<file path="src/rtl/fb_rect_writer.sv">
`default_nettype none
// ============================================================================
//  Module      : fb_rect_writer
//  Description : Rectangle-fill drawing engine for the 160x120, 9-bit colour
//                framebuffer write port. Accepts one fill command per
//                handshake, clamps it to the screen and rasterises it
//                row-major at one pixel per clock.
//  Revision    : 1.0  initial release
// ============================================================================
module fb_rect_writer #(
    parameter int FB_W    = 160,
    parameter int FB_H    = 120,
    parameter int COLOR_W = 9
) (
    input  logic               clk50,
    input  logic               rst,
    input  logic               cmd_valid,
    output logic               cmd_ready,
    input  logic [7:0]         x0,
    input  logic [7:0]         y0,
    input  logic [7:0]         x1,
    input  logic [7:0]         y1,
    input  logic [COLOR_W-1:0] color,
    output logic [9:0]         WAx,
    output logic [9:0]         WAy,
    output logic [COLOR_W-1:0] dt,
    output logic               SW,
    output logic               busy,
    output logic               done
);

    localparam logic [1:0] S_IDLE = 2'd0;
    localparam logic [1:0] S_DRAW = 2'd1;
    localparam logic [1:0] S_DONE = 2'd2;

    localparam logic [7:0] C_X_MAX = 8'(FB_W - 1);
    localparam logic [7:0] C_Y_MAX = 8'(FB_H - 1);

    logic [1:0]         r_state;
    logic [1:0]         w_state_nxt;

    // Latched command: left edge and clamped right/bottom edges
    logic [7:0]         r_x0;
    logic [7:0]         r_cx1;
    logic [7:0]         r_cy1;

    // Registered write-port outputs
    logic [7:0]         r_wax;
    logic [7:0]         r_way;
    logic [COLOR_W-1:0] r_dt;
    logic               r_sw;
    logic               r_done;

    logic [7:0]         w_wax_nxt;
    logic [7:0]         w_way_nxt;
    logic [COLOR_W-1:0] w_dt_nxt;
    logic               w_sw_nxt;
    logic               w_done_nxt;

    logic [7:0]         w_cx1;
    logic [7:0]         w_cy1;
    logic               w_accept;
    logic               w_empty;
    logic               w_x_more;
    logic               w_y_more;

    // Clamping the far corner to the screen keeps the 8-bit counters from
    // ever stepping past the last valid pixel, so no wrap is possible.
    assign w_cx1    = (x1 > C_X_MAX) ? C_X_MAX : x1;
    assign w_cy1    = (y1 > C_Y_MAX) ? C_Y_MAX : y1;
    assign w_empty  = (x0 > w_cx1) || (y0 > w_cy1);
    assign w_accept = cmd_valid && (r_state == S_IDLE);
    assign w_x_more = (r_wax < r_cx1);
    assign w_y_more = (r_way < r_cy1);

    assign cmd_ready = (r_state == S_IDLE) && !rst;
    assign busy      = (r_state != S_IDLE);
    assign WAx       = {2'b00, r_wax};
    assign WAy       = {2'b00, r_way};
    assign dt        = r_dt;
    assign SW        = r_sw;
    assign done      = r_done;

    // State register
    always_ff @(posedge clk50) begin
        if (rst) begin
            r_state <= S_IDLE;
        end else begin
            r_state <= w_state_nxt;
        end
    end

    // Next-state: empty commands skip straight to the one-cycle DONE state
    always_comb begin
        w_state_nxt = r_state;
        case (r_state)
            S_IDLE: begin
                if (cmd_valid) begin
                    w_state_nxt = w_empty ? S_DONE : S_DRAW;
                end
            end
            S_DRAW: begin
                if (!w_x_more && !w_y_more) begin
                    w_state_nxt = S_DONE;
                end
            end
            S_DONE:  w_state_nxt = S_IDLE;
            default: w_state_nxt = S_IDLE;
        endcase
    end

    // Output next-values: raster walk, row-major, address held when idle
    always_comb begin
        w_wax_nxt  = r_wax;
        w_way_nxt  = r_way;
        w_dt_nxt   = r_dt;
        w_sw_nxt   = 1'b0;
        w_done_nxt = 1'b0;
        case (r_state)
            S_IDLE: begin
                if (cmd_valid) begin
                    if (w_empty) begin
                        w_done_nxt = 1'b1;
                    end else begin
                        w_wax_nxt = x0;
                        w_way_nxt = y0;
                        w_dt_nxt  = color;
                        w_sw_nxt  = 1'b1;
                    end
                end
            end
            S_DRAW: begin
                if (w_x_more) begin
                    w_wax_nxt = r_wax + 8'd1;
                    w_sw_nxt  = 1'b1;
                end else if (w_y_more) begin
                    w_wax_nxt = r_x0;
                    w_way_nxt = r_way + 8'd1;
                    w_sw_nxt  = 1'b1;
                end else begin
                    w_done_nxt = 1'b1;
                end
            end
            default: ;
        endcase
    end

    // Output registers; reset drops any write in flight with no done pulse
    always_ff @(posedge clk50) begin
        if (rst) begin
            r_wax  <= 8'd0;
            r_way  <= 8'd0;
            r_dt   <= '0;
            r_sw   <= 1'b0;
            r_done <= 1'b0;
        end else begin
            r_wax  <= w_wax_nxt;
            r_way  <= w_way_nxt;
            r_dt   <= w_dt_nxt;
            r_sw   <= w_sw_nxt;
            r_done <= w_done_nxt;
        end
    end

    // Command capture; inputs are free to change once accepted
    always_ff @(posedge clk50) begin
        if (rst) begin
            r_x0  <= 8'd0;
            r_cx1 <= 8'd0;
            r_cy1 <= 8'd0;
        end else if (w_accept) begin
            r_x0  <= x0;
            r_cx1 <= w_cx1;
            r_cy1 <= w_cy1;
        end
    end

endmodule
`default_nettype wire
</file>
<file path="config.mk">
export PLATFORM = sky130hd
export DESIGN_NAME = fb_rect_writer
export DESIGN_NICKNAME = d
export VERILOG_FILES = /design/src/rtl/fb_rect_writer.sv
export SDC_FILE = /design/constraint.sdc
export NUM_CORES = 1
export LEC_CHECK = 0
export CORE_MARGIN = 1
export CORE_UTILIZATION = 57
export DETAILED_ROUTE_END_ITERATION = 6
export DONT_BUFFER_PORTS = 1
export PLACE_DENSITY = 0.84
export SYNTH_ARGS = -nofsm -noshare
export SYNTH_HDL_FRONTEND = slang
export SYNTH_SLANG_ARGS = --single-unit
</file>
<file path="constraint.sdc">
create_clock -name clk50 -period 2.8 [get_ports clk50]
set_clock_uncertainty 0.2 [all_clocks]
set_input_delay 0.56 -clock clk50 [delete_from_list [all_inputs] [get_ports clk50]]
set_output_delay 0.56 -clock clk50 [all_outputs]
set_load 0.02 [all_outputs]
</file>
# ---- Word level (Yosys, flattened, before mapping)
# Index checks and enable logic that the tools add are counted.
dict set report word_totals {
  ff_bits 53
  inputBits 44
  elab_cells 65
}
dict set report op_classes {
  add_sub_neg 2
  order_cmp 6
  n_eq_ne 7
  n_mux 26
  bitwise_logic 1
  reduce_logical 14
}
# operator count
set op_table {}
lappend op_table {{$mux 8} 10}
lappend op_table {{$pmux 8 s2} 2}
lappend op_table {{$add 8x1->8 const B} 2}
lappend op_table {{$gt 8x8->1} 2}
lappend op_table {{$lt 8x8->1} 2}
lappend op_table {{$ne 2x2->1 const B} 5}
lappend op_table {{$gt 8x7->1 const B} 1}
lappend op_table {{$gt 8x8->1 const B} 1}
lappend op_table {{$mux 1} 8}
lappend op_table {{$mux 2} 3}
lappend op_table {{$reduce_and 5->1} 1}
lappend op_table {{$pmux 1 s2} 2}
lappend op_table {{$pmux 2 s2} 1}
lappend op_table {{$reduce_and 4->1} 1}
lappend op_table {{$reduce_bool 2->1} 2}
lappend op_table {{$logic_and 1x1->1} 3}
lappend op_table {{$logic_not 1->1} 3}
lappend op_table {{$ne 3x3->1 const B} 1}
lappend op_table {{$reduce_and 3->1} 1}
lappend op_table {{$eq 2x1->1 const B} 1}
lappend op_table {{$logic_not 2->1} 1}
lappend op_table {{$reduce_and 2->1} 1}
lappend op_table {{$logic_or 1x1->1} 1}
lappend op_table {{$not 1->1} 1}

# ---- Depth between registers and ports, before layout
dict set report depth {
  word_depth 7
  depth_mapped 12
}

# ---- Worst setup path before layout
# No wires, ideal clock.
dict set report synth_timing {
  path_type {input to register}
  from {input x1[7]}
  to {register r_wax[2]}
  setup_time_ns 0.080
  arrival_ns 2.609
  required_ns 2.520
  path_slack_ns -0.088
  stages 11
  cell_sequence {inv_1 -> nor2_1 -> or2_2 -> ha_1 -> nand4_1 -> or2_1 -> a22o_1 -> o31ai_4 -> buf_8 -> nor2_2 -> a211oi_2}
}
dict set report synth_between {
  elab_chain_len 6
}
# element line_no
set synth_rtl {}
lappend synth_rtl {{start, declared} 21} ;# input logic [7:0] x1,
lappend synth_rtl {{$gt 8x8->1} 69} ;# assign w_cx1 = (x1 > C_X_MAX) ? C_X_MAX : x1;
lappend synth_rtl {{$mux 8} 69}
lappend synth_rtl {{net w_cx1[0]} 60} ;# logic [7:0] w_cx1;
lappend synth_rtl {{$gt 8x8->1} 71} ;# assign w_empty = (x0 > w_cx1) || (y0 > w_cy1);
lappend synth_rtl {{$logic_or 1x1->1} 71}
lappend synth_rtl {{$ne 2x2->1 (no line)} --}
lappend synth_rtl {{$reduce_and 4->1 (no line)} --}
lappend synth_rtl {{end signal, assigned} 157} ;# r_wax <= w_wax_nxt;
lappend synth_rtl {{end, declared} 48} ;# logic [7:0] r_wax;
# The timed path passes the listed nets, and every way through them passes these cells.
# A chain may end at the register's enable or synchronous reset.

# ---- Worst setup path in the final report
dict set report layout_timing {
  from {input x1[6]}
  to {register r_wax[0]}
}
# The elaborated chain is that of the path after synthesis.

==> metrics.yaml <==
global_routing:
  grt_overflow_total: 0
  grt_first_pass_wirelength_mm: 12.7
  grt_use_total_pct: 26.7
  grt_max_degree: 60
  antenna_found_initial: 0
  grt_pass1_vias: 2794
synth:
  synth_ff_type: "dfxtp_1"
  yosysMostFrequentCell: "dfxtp_1"
  syn_avg_cell_area_um2: 8.12
  yosys-top-cells-count: "dfxtp_1, nor2_1, a21oi_1, nand2_1, ha_1"
  synthCells: 400
  synth_warnings: 0
  ys_async_sr_fraction_pct: 0
  yosysUniqueCellTypes: 48
  syn-cell-area_um2: 3250
  yosysTopAreaCell: "dfxtp_1"
  ys_top_cells_by_area: "dfxtp_1, ha_1, a21oi_1"
  ys_ff_latch: 53
  synth-edff-count: 0
  yosysTopAreaCellShare_pct: 32.7
  yosysSeqAreaShare_pct: 32.7
timing:
  clock.fmax_ghz: 0.377
  tightestPinTransition_ns: 0.580
  relSlewSlack_pct: 61.2
  whs_ns: 0.105
  finalHoldViolCount: 0
  fin_crit_sh_pct: 94.6
  slew_viol_final: 0
  layout_min_cycle_time_ns: 2.65
  rsz0062_at_grt: "no"
  report.final.setup_viol: 0
  fin_tns_setup_ns: 0
placed_design:
  dpl.hpwl_mm: 5.73
  place_area_um2: 3460
  dp.cells: 481
  place.gp.congestion: 0.871
  port_buffers: 0
hold_path:
  whs_endpoint: "r_wax[6]$_SDFFE_PP0P_"
  worstHoldStart: "rst"
  whs_path_depth: 1
  hold_path.class: "in -> reg"
clock_tree:
  cts_tree: "done"
  postCtsHoldBufs: 0
  cts-root-buf: "clkbuf_8"
  insertion_delay_ns: 0.32
  cts_resized: 0
  cts_max_level: 2
  clkTransAtPathRegs_ns: 0.11
  post_cts.repair.setup_buffers: 0
  cts_buffers: 5
  cts_sinks: 53
  cts_buffer_depth: 2
power:
  swShare_pct: 37.8
  pwr-share-comb_pct: 36.4
  net-switching-power_w: 0.000816
  internal_power_w: 0.00134
  seqPwrFrac_pct: 42.2
  leakage_nw: 1.50
  p_clk_share_pct: 21.4
  p_per_area_nw_per_um2: 603
  ir_drop_mv: 0.259
critical_path:
  path_max_fanout: 14
  setup.worst_path.class: "in -> reg"
  reg2reg_from: "r_cx1[6]$_SDFFE_PP0P_"
  start_kind: "primary input"
  reg2reg_slack_ns: 0.24
  end_kind: "flop"
  crit_required_ns: 2.84
  reg2reg_depth: 10
  worstReg2RegEnd: "r_wax[4]$_SDFFE_PP0P_"
  critPathArrivalTime_ns: 2.68
detailed_routing:
  avgRoutedWirePerCell_um: 15.9
  vias: 2962
  drc_errors: 0
  firstDrtPassIters: 5
  drtAntennaViolNets: 0
  drt-total-wl_mm: 7.79
  via_per_inst: 6.04
  drt_iter0_markers: 220
layout:
  nNetsFinal: 493
  syn_to_final_growth_pct: 10.1
  fin_cells: 490
  diodes: 0
  post_route_cells_drive_above_1_share_pct: 14.1
  design_area_um2: 3580
floorplan:
  die_h_um: 77.5
  initial_utilization_pct: 59.0
  io_pins: 77
  die_area_um2: 6010
  die_x_um: 77.5
  core-area_um2: 5510
  rows: 27
flow_run:
  drv_cap: 0
outcome:
  status: "finished, final reports clean"
state kept, by name, summed over array words and instances (netlist names):
name     count
r_way        8
r_wax        8
SW           1
r_cx1        8
done         1
r_state      2
r_cy1        8
dt           9
r_x0         8
cell type report:
| class | instances | area (µm²) |
|---|---|---|
| clock buffers | 5 | 68.8 |
| clock inverters | 3 | 25.0 |
| fillers | 457 | 1930 |
| inverters | 22 | 82.6 |
| multi-input cells | 304 | 2010 |
| flip-flops and latches | 53 | 1060 |
| well taps | 72 | 90.1 |
| repair buffers | 31 | 243 |
worst max-delay path by stage:
| stage | start | end |
|---|---|---|
| global route | x1[6] | r_wax[0]$_SDFFE_PP0P_ |
| detailed placement | x1[6] | dt[8]$_SDFFE_PP0P_ |
| global placement | x1[6] | r_wax[0]$_SDFFE_PP0P_ |
| CTS | x1[6] | dt[7]$_SDFFE_PP0P_ |
| finish | x1[6] | r_wax[0]$_SDFFE_PP0P_ |
| floorplan | x1[6] | r_wax[2]$_SDFFE_PP0P_ |
power groups by stage:
stage | logic, W | clock network, W | registers (W)
after floorplan | 0.000570 | 0 | 0.000964
after global placement | 0.000732 | 0 | 0.000925
after detailed placement | 0.000755 | 0 | 0.000927
after global routing | 0.000869 | 0.000501 | 0.000921
after CTS | 0.000763 | 0.000465 | 0.000910
final | 0.000786 | 0.000461 | 0.000911
layer usage:
layer | share of wire (%) | track usage [%] | wire (µm) | vias to the layer above
li1 | - | - | - | 1442
met1 | 42 | 33.8 | 3300 | 1363
met3 | 9.1 | 6.00 | 707 | 13
met2 | 47 | 44.9 | 3670 | 144
met5 | 0 | 0 | 0 | -
met4 | 1.5 | 7.92 | 114 | 0
critical path, cell delays in order:
cell,delay (ns)
nor2_1,0.08
nor2_1,0.09
or2_2,0.30
ha_1,0.28
nand4_1,0.10
or2_1,0.24
a22o_1,0.28
o31ai_4,0.23
buf_12,0.19
nor2_1,0.06
a311oi_2,0.26
cells by family (layout without fill, tap and decap cells):
| kind of cell | after synthesis | count (layout) | share of synthesized area [%] |
|---|---|---|---|
| AOI/OAI and AO/OA | 105 | 105 | 22.4 |
| xor gates and xnor gates | 5 | 5 | 1.35 |
| adders and majority gates | 32 | 32 | 12.3 |
| buffers and inverters | 46 | 61 | 6.85 |
| DFF | 53 | 53 | 32.7 |
| muxes | 13 | 13 | 4.00 |
| other | 2 | 5 | 0.231 |
| and+or+nand+nor | 144 | 144 | 20.1 |
metrics by stage:
step | total power, W | setup slack, ns | utilization, %
CTS | 0.00214 | 0.163 | 64.5
finish | 0.00216 | 0.151 | 65.0
floorplan | 0.00153 | 0.00822 | -
global route | 0.00229 | 0.0300 | 65.0
detailed placement | 0.00168 | -0.127 | 62.8
global placement | 0.00166 | -0.101 | 62.8
layout by cell type, fill, tap and decap left out, types with 3 or more instances in the layout:
cell / instances
nor2_1: 52
inv_1: 21
nor3_1: 9
a21oi_1: 39
and3_1: 5
a22oi_1: 7
o211ai_1: 3
nand2b_1: 9
a211o_1: 6
ha_1: 32
dfxtp_1: 53
o21ai_0: 11
nand3_1: 13
buf_4: 29
xor2_1: 3
conb_1: 5
clkbuf_8: 5
a211oi_1: 13
nand4_1: 5
a22o_1: 3
a21o_1: 3
a211oi_2: 5
mux2i_1: 13
nand2_1: 37
nor2_2: 4
No activity file was read; power rests on OpenSTA's default activity.
